`config.mk`:
```
export PLATFORM = sky130hd
export DESIGN_NAME = mem_ctrl
export DESIGN_NICKNAME = d
export VERILOG_FILES = /design/src/rtl/mem_ctrl_pkg.sv /design/src/rtl/mem_ctrl.sv
export SDC_FILE = /design/constraint.sdc
export NUM_CORES = 1
export LEC_CHECK = 0
export ABC_AREA = 1
export CORE_MARGIN = 3
export CORE_UTILIZATION = 50
export CTS_CLUSTER_DIAMETER = 150
export DETAILED_ROUTE_END_ITERATION = 10
export PLACE_DENSITY = 0.79
export SLEW_MARGIN = 20
export SYNTH_ARGS = -nofsm -noshare
export SYNTH_HDL_FRONTEND = slang
export SYNTH_SLANG_ARGS = --single-unit
```
`constraint.sdc`:
```
create_clock -name clk -period 2.95 [get_ports clk]
set_clock_uncertainty 0.15 [all_clocks]
set_input_delay 0.4425 -clock clk [delete_from_list [all_inputs] [get_ports clk]]
set_output_delay 0.4425 -clock clk [all_outputs]
set_load 0.005 [all_outputs]
```
`src/rtl/mem_ctrl_pkg.sv`:
```
`default_nettype none
// ============================================================================
//  Module   : mem_ctrl_pkg
//  Purpose  : Shared encodings for the byte-serial memory controller:
//             access-width codes, FSM state codes, request owner codes and
//             a helper that turns a width code into a byte count.
//  Revision : 1.0 - initial release
// ============================================================================
package mem_ctrl_pkg;

    // Access width codes as presented on mem_width
    localparam logic [1:0] c_mem_byte  = 2'b00;
    localparam logic [1:0] c_mem_half  = 2'b01;
    localparam logic [1:0] c_mem_word  = 2'b10;

    // Controller FSM states
    localparam logic [1:0] c_mem_idle  = 2'd0;
    localparam logic [1:0] c_mem_read  = 2'd1;
    localparam logic [1:0] c_mem_write = 2'd2;

    // Owner of the access currently in flight
    localparam logic       c_owner_if  = 1'b0;
    localparam logic       c_owner_mem = 1'b1;

    // Number of byte transfers for a width code; the reserved code 11
    // behaves as a full word.
    function automatic logic [2:0] byte_count(input logic [1:0] width);
        logic [2:0] n;
        case (width)
            c_mem_byte: n = 3'd1;
            c_mem_half: n = 3'd2;
            default:    n = 3'd4;
        endcase
        return n;
    endfunction

endpackage : mem_ctrl_pkg
`default_nettype wire

```
`src/rtl/mem_ctrl.sv`:
```
`default_nettype none
// ============================================================================
//  Module   : mem_ctrl
//  Purpose  : Byte-serial memory controller arbitrating the IF and MEM
//             pipeline stages onto one 8-bit synchronous RAM port. Performs
//             1/2/4 little-endian byte transfers per request and returns a
//             one-cycle ready pulse with the assembled data.
//  Ports    :
//    clk, rst                     clock, synchronous active-high reset
//    if_req/if_addr/if_flush      IF fetch request, address, abort
//    if_rdy/if_data               IF completion pulse and fetched word
//    mem_req/mem_we/mem_width     MEM request, store flag, width code
//    mem_addr/mem_wdata           MEM address and store data
//    mem_rdy/mem_rdata            MEM completion pulse and load data
//    ram_addr/ram_wr/ram_dout     registered RAM address, strobe, byte
//    ram_din                      RAM read byte (one cycle after address)
//  Revision : 1.0 - initial release
// ============================================================================
module mem_ctrl
    import mem_ctrl_pkg::*;
#(
    parameter int ADDR_W = 32
) (
    input  logic              clk,
    input  logic              rst,
    // instruction-fetch stage
    input  logic              if_req,
    input  logic [ADDR_W-1:0] if_addr,
    input  logic              if_flush,
    output logic              if_rdy,
    output logic [31:0]       if_data,
    // memory stage
    input  logic              mem_req,
    input  logic              mem_we,
    input  logic [1:0]        mem_width,
    input  logic [ADDR_W-1:0] mem_addr,
    input  logic [31:0]       mem_wdata,
    output logic              mem_rdy,
    output logic [31:0]       mem_rdata,
    // RAM port
    output logic [ADDR_W-1:0] ram_addr,
    output logic              ram_wr,
    output logic [7:0]        ram_dout,
    input  logic [7:0]        ram_din
);

    logic [1:0]        r_state;
    logic [2:0]        r_cnt;
    logic [2:0]        r_n;
    logic              r_owner;
    logic [ADDR_W-1:0] r_base;
    logic [31:0]       r_wdata;
    logic [31:0]       r_buf;

    logic              w_take_mem;
    logic              w_take_if;
    logic [2:0]        w_k;
    logic [ADDR_W-1:0] w_step_addr;
    logic [31:0]       w_buf_nxt;
    logic [7:0]        w_wbyte;

    // A port is only served while its own ready pulse is low, so a request
    // still held during its completion cycle is not taken a second time.
    assign w_take_mem  = mem_req & ~mem_rdy;
    assign w_take_if   = if_req & ~if_rdy & ~if_flush & ~w_take_mem;

    // r_cnt counts edges since the accepting edge; w_k is the index of the
    // edge now being taken (first edge after accept is k=1).
    assign w_k         = r_cnt + 3'd1;
    assign w_step_addr = r_base + ADDR_W'(w_k);

    // Byte k-2 arrives on ram_din at edge k, because the RAM registers the
    // address driven after edge k-1. The last byte is merged straight into
    // the completion value so data and ready leave on the same edge.
    always_comb begin
        w_buf_nxt = r_buf;
        w_wbyte   = r_wdata[7:0];
        for (int b = 0; b < 4; b++) begin
            if (w_k == 3'(b + 2)) begin
                w_buf_nxt[8*b +: 8] = ram_din;
            end
            if (w_k == 3'(b)) begin
                w_wbyte = r_wdata[8*b +: 8];
            end
        end
    end

    always_ff @(posedge clk) begin
        if (rst) begin
            r_state   <= c_mem_idle;
            r_cnt     <= 3'd0;
            r_n       <= 3'd0;
            r_owner   <= c_owner_if;
            r_base    <= '0;
            r_wdata   <= 32'd0;
            r_buf     <= 32'd0;
            ram_addr  <= '0;
            ram_wr    <= 1'b0;
            ram_dout  <= 8'd0;
            if_rdy    <= 1'b0;
            mem_rdy   <= 1'b0;
            if_data   <= 32'd0;
            mem_rdata <= 32'd0;
        end else begin
            if_rdy  <= 1'b0;
            mem_rdy <= 1'b0;
            case (r_state)
                c_mem_idle: begin
                    if (w_take_mem || w_take_if) begin
                        r_base   <= w_take_mem ? mem_addr : if_addr;
                        r_n      <= w_take_mem ? byte_count(mem_width) : 3'd4;
                        r_owner  <= w_take_mem ? c_owner_mem : c_owner_if;
                        r_wdata  <= mem_wdata;
                        r_buf    <= 32'd0;
                        r_cnt    <= 3'd0;
                        ram_addr <= w_take_mem ? mem_addr : if_addr;
                        if (w_take_mem && mem_we) begin
                            ram_wr   <= 1'b1;
                            ram_dout <= mem_wdata[7:0];
                            r_state  <= c_mem_write;
                        end else begin
                            ram_wr   <= 1'b0;
                            r_state  <= c_mem_read;
                        end
                    end
                end

                c_mem_read: begin
                    if (r_owner == c_owner_if && if_flush) begin
                        // Abandon the fetch; partially captured bytes are
                        // cleared on the next accept.
                        ram_wr  <= 1'b0;
                        r_state <= c_mem_idle;
                    end else begin
                        r_cnt <= w_k;
                        r_buf <= w_buf_nxt;
                        if (w_k < r_n) begin
                            ram_addr <= w_step_addr;
                        end
                        if (w_k == r_n + 3'd1) begin
                            if (r_owner == c_owner_if) begin
                                if_rdy  <= 1'b1;
                                if_data <= w_buf_nxt;
                            end else begin
                                mem_rdy   <= 1'b1;
                                mem_rdata <= w_buf_nxt;
                            end
                            r_state <= c_mem_idle;
                        end
                    end
                end

                c_mem_write: begin
                    r_cnt <= w_k;
                    if (w_k < r_n) begin
                        ram_addr <= w_step_addr;
                        ram_dout <= w_wbyte;
                    end else begin
                        ram_wr  <= 1'b0;
                        mem_rdy <= 1'b1;
                        r_state <= c_mem_idle;
                    end
                end

                default: begin
                    ram_wr  <= 1'b0;
                    r_state <= c_mem_idle;
                end
            endcase
        end
    end

endmodule : mem_ctrl
`default_nettype wire

```
==> results.cfg <==
[outcome]
status = complete, no violations

[clock_tree]
clk_pin_slew_ns = 0.06
cts_tree = done
cts.sinks = 212
clk_latency_ns = 0.51
cts.htree.levels = 1
cts_post_setup_buffers_inserted = 0
cts_buffer_depth = 3
clockRootBuffer = clkbuf_16
cts-buffers-inserted = 23

[power_and_ir_drop]
ir_drop_mv = 0.684
pwr-share-seq_pct = 32.5
netSwitchingPower_mw = 5.08
power.share.switching_pct = 41.3
p_int_mw = 7.22
power.leakage_nw = 5.19
total_power_mw = 12.3
clkPwrFrac_pct = 23.2
power_density_mw_per_mm2 = 916
power_frac_comb_pct = 44.3

[worst_setup_path]
worstSetupEndpointType = flip-flop
worstPathMaxFanout = 6
required_ns = 3.19
regToRegStartpoint = r_cnt[0]
crit_start = r_cnt[0]
arrival_ns = 2.99
regToRegSetupSlack_ns = 0.20
critPathLaunchType = flip-flop
worstSetupPathType = reg2reg
slowest_stage = dfxtp_1
crit_chain = inv_1, ha_1, inv_1, fa_1, inv_1, nand2_1, nand2_1, nand2_1, nor2_2, nand2_1, o211ai_1, a21oi_1
path_common_cell = nand2_1
slowest_delay_ns = 0.40

[logic_synthesis]
synth_area_per_cell_sq_um = 7.06
netlist_instances = 1455
ys_seq_elements = 212
ys_warn_count = 0
yosysUniqueCellTypes = 30
synth_nets = 1584
netlist_area_sq_mm = 0.0103
seq_area_frac_synth_pct = 41.3

[sta]
drv_slew = 0
finalSetupViolCount = 0
period_minus_slack_ns = 2.75
worstMarginPinSlew_ns = 0.679
slew_headroom_pct = 54.7
rsz0062_at_grt = true
hold_violations = 0
fin_crit_sh_pct = 93.1
max_freq_mhz = 364

[routing]
ant_nets = 0
totalWireLength_um = 32000
post_drt_wl_per_cell_um = 16.7
avgViaCountPerCell = 5.52
dr.pass1.iters = 6
drcViolationCount = 0
vias = 10500
drt_iter0_drc = 936

[cells_and_area]
final_common_cell = nand2_1
antenna_cells = 0
fin_util_pct = 67.6
mostFrequentLayoutCells = nand2_1 (273), clkdlybuf4s50_1 (217), dfxtp_1 (212)
final_nets = 1758
drive_gt1_share_pct = 6.63
area_growth_pct = 30.6
final_cell_area_sq_mm = 0.0134
fill_cells = 1744

[worst_hold_path]
hold_path.class = reg2reg
hold_start = r_wdata[6]

[die]
initial_utilization_pct = 51.8
coreArea_sq_mm = 0.0198
die_x_um = 149
die_h_um = 149
num_rows = 51
ioPinCount = 219
fp.dieArea_sq_mm = 0.0223

[placement]
placed_cell_area_sq_mm = 0.0127
hpwlAfterDp_um = 22100
globalplace.congestion = 0.944
port_buffers = 218

[global_route]
grt_pass1_wl_um = 51300
antenna_found_initial = 1
track_usage_pct = 27.8
grt_max_degree = 145
grt_pass1_vias = 10000
overflow = 0

[flow_run]
cap_viol_max_count = 0
## what timing repair did
item / CTS / global route
endpoints found under the setup margin: 0 / 5
gates resized for setup: 0 / 2
hold buffers: 0 / 0
## logic make-up after synthesis
| logic type | share of synthesized area (%) |
|---|---|
| simple gates | 25.1 |
| fa+ha+maj | 2.14 |
| compound gates | 20.3 |
| buf+inv | 8.76 |
| flops | 41.3 |
| xor+xnor | 0.426 |
| mux | 1.95 |
## layer usage
layer	global-route usage (%)	vias up	routed length, um
met1	37.7	4861	13900
li1	-	5239	-
met2	47.1	402	15100
met5	0	-	16
met4	5.45	2	401
met3	4.62	34	2510
## flip-flops by register name, summed over array words and instances (netlist names)
register   count
if_data       32
if_rdy         1
mem_rdata     32
mem_rdy        1
r_base        32
r_buf         32
r_cnt          3
r_n            3
r_owner        1
r_state        2
r_wdata       32
ram_addr      32
ram_dout       8
ram_wr         1
## through the flow
step | hold slack [ns] | setup WS (ns) | TNS, ns | instances
3_3_place_gp | 0.289 | 0.302 | 0 | 1869
3_5_place_dp | 0.295 | 0.186 | 0 | 1869
5_1_grt | 0.328 | -0.0000848 | -0.0000848 | 1910
6_report | 0.308 | 0.204 | 0 | 1910
4_1_cts | 0.305 | 0.179 | 0 | 1910
2_1_floorplan | 0.275 | 0.520 | 0 | 1455
## power by group through the flow
stage / Combinational [mW] / Sequential (mW) / Clock, mW
floorplan: 3.69 / 3.90 / 0
global placement: 5.25 / 4.03 / 0
detailed placement: 5.36 / 4.04 / 0
CTS: 5.40 / 3.99 / 2.91
global route: 6.11 / 4.07 / 3.02
finish: 5.44 / 4.00 / 2.86
## path summary, 6_finish.rpt
check / end / depth (start not counted)
setup / recovery: ram_addr[12] / 12
setup reg to reg: ram_addr[12] / 12
hold / removal: r_wdata[6] / 2
hold reg to reg: r_wdata[6] / 2
## worst max-delay path: cells and delay by family, from the launching register on
kind            cells  cell delay [ns]
flops               1             0.40
compound gates      2             0.29
fa+ha+maj           2             0.76
buf+inv             3             0.31
simple gates        5             0.73
## Yosys cell counts
| cell type | n | area (sq um) |
|---|---|---|
| o21ai_1 | 4 | 20.0 |
| nand3b_1 | 8 | 60.1 |
| xor2_1 | 3 | 26.3 |
| nor2_4 | 1 | 11.3 |
| buf_2 | 23 | 115 |
| inv_1 | 120 | 450 |
| fa_1 | 1 | 20.0 |
| o211ai_1 | 17 | 128 |
| mux2i_1 | 20 | 200 |
| buf_4 | 7 | 52.6 |
| nand3_1 | 61 | 305 |
| nand3_2 | 1 | 10.0 |
| xnor2_1 | 2 | 17.5 |
| a211oi_1 | 40 | 300 |
| nand4_1 | 67 | 419 |
| a21oi_1 | 193 | 966 |
| or2_2 | 31 | 194 |
| dfxtp_1 | 212 | 4240 |
| inv_2 | 1 | 3.75 |
| nor2_2 | 2 | 12.5 |
| clkinv_1 | 3 | 11.3 |
| nor3_1 | 2 | 10.0 |
| o21bai_1 | 1 | 7.51 |
| nor2_1 | 142 | 533 |
| buf_1 | 6 | 22.5 |
| clkbuf_1 | 65 | 244 |
| ha_1 | 16 | 200 |
| nand2_1 | 274 | 1030 |
| o21ai_0 | 131 | 656 |
| o22ai_1 | 1 | 6.26 |
## final cells by class
cell class | count | area, sq um | area share, %
Tap cell | 265 | 332 | 2.47
Multi-Input combinational cell | 1018 | 5150 | 38.3
Inverter | 124 | 465 | 3.47
Clock buffer | 36 | 694 | 5.17
Clock inverter | 5 | 57.6 | 0.429
Sequential cell | 212 | 4240 | 31.6
Timing Repair Buffer | 250 | 2480 | 18.5
Note: power is estimated with default switching activity, not from simulation.
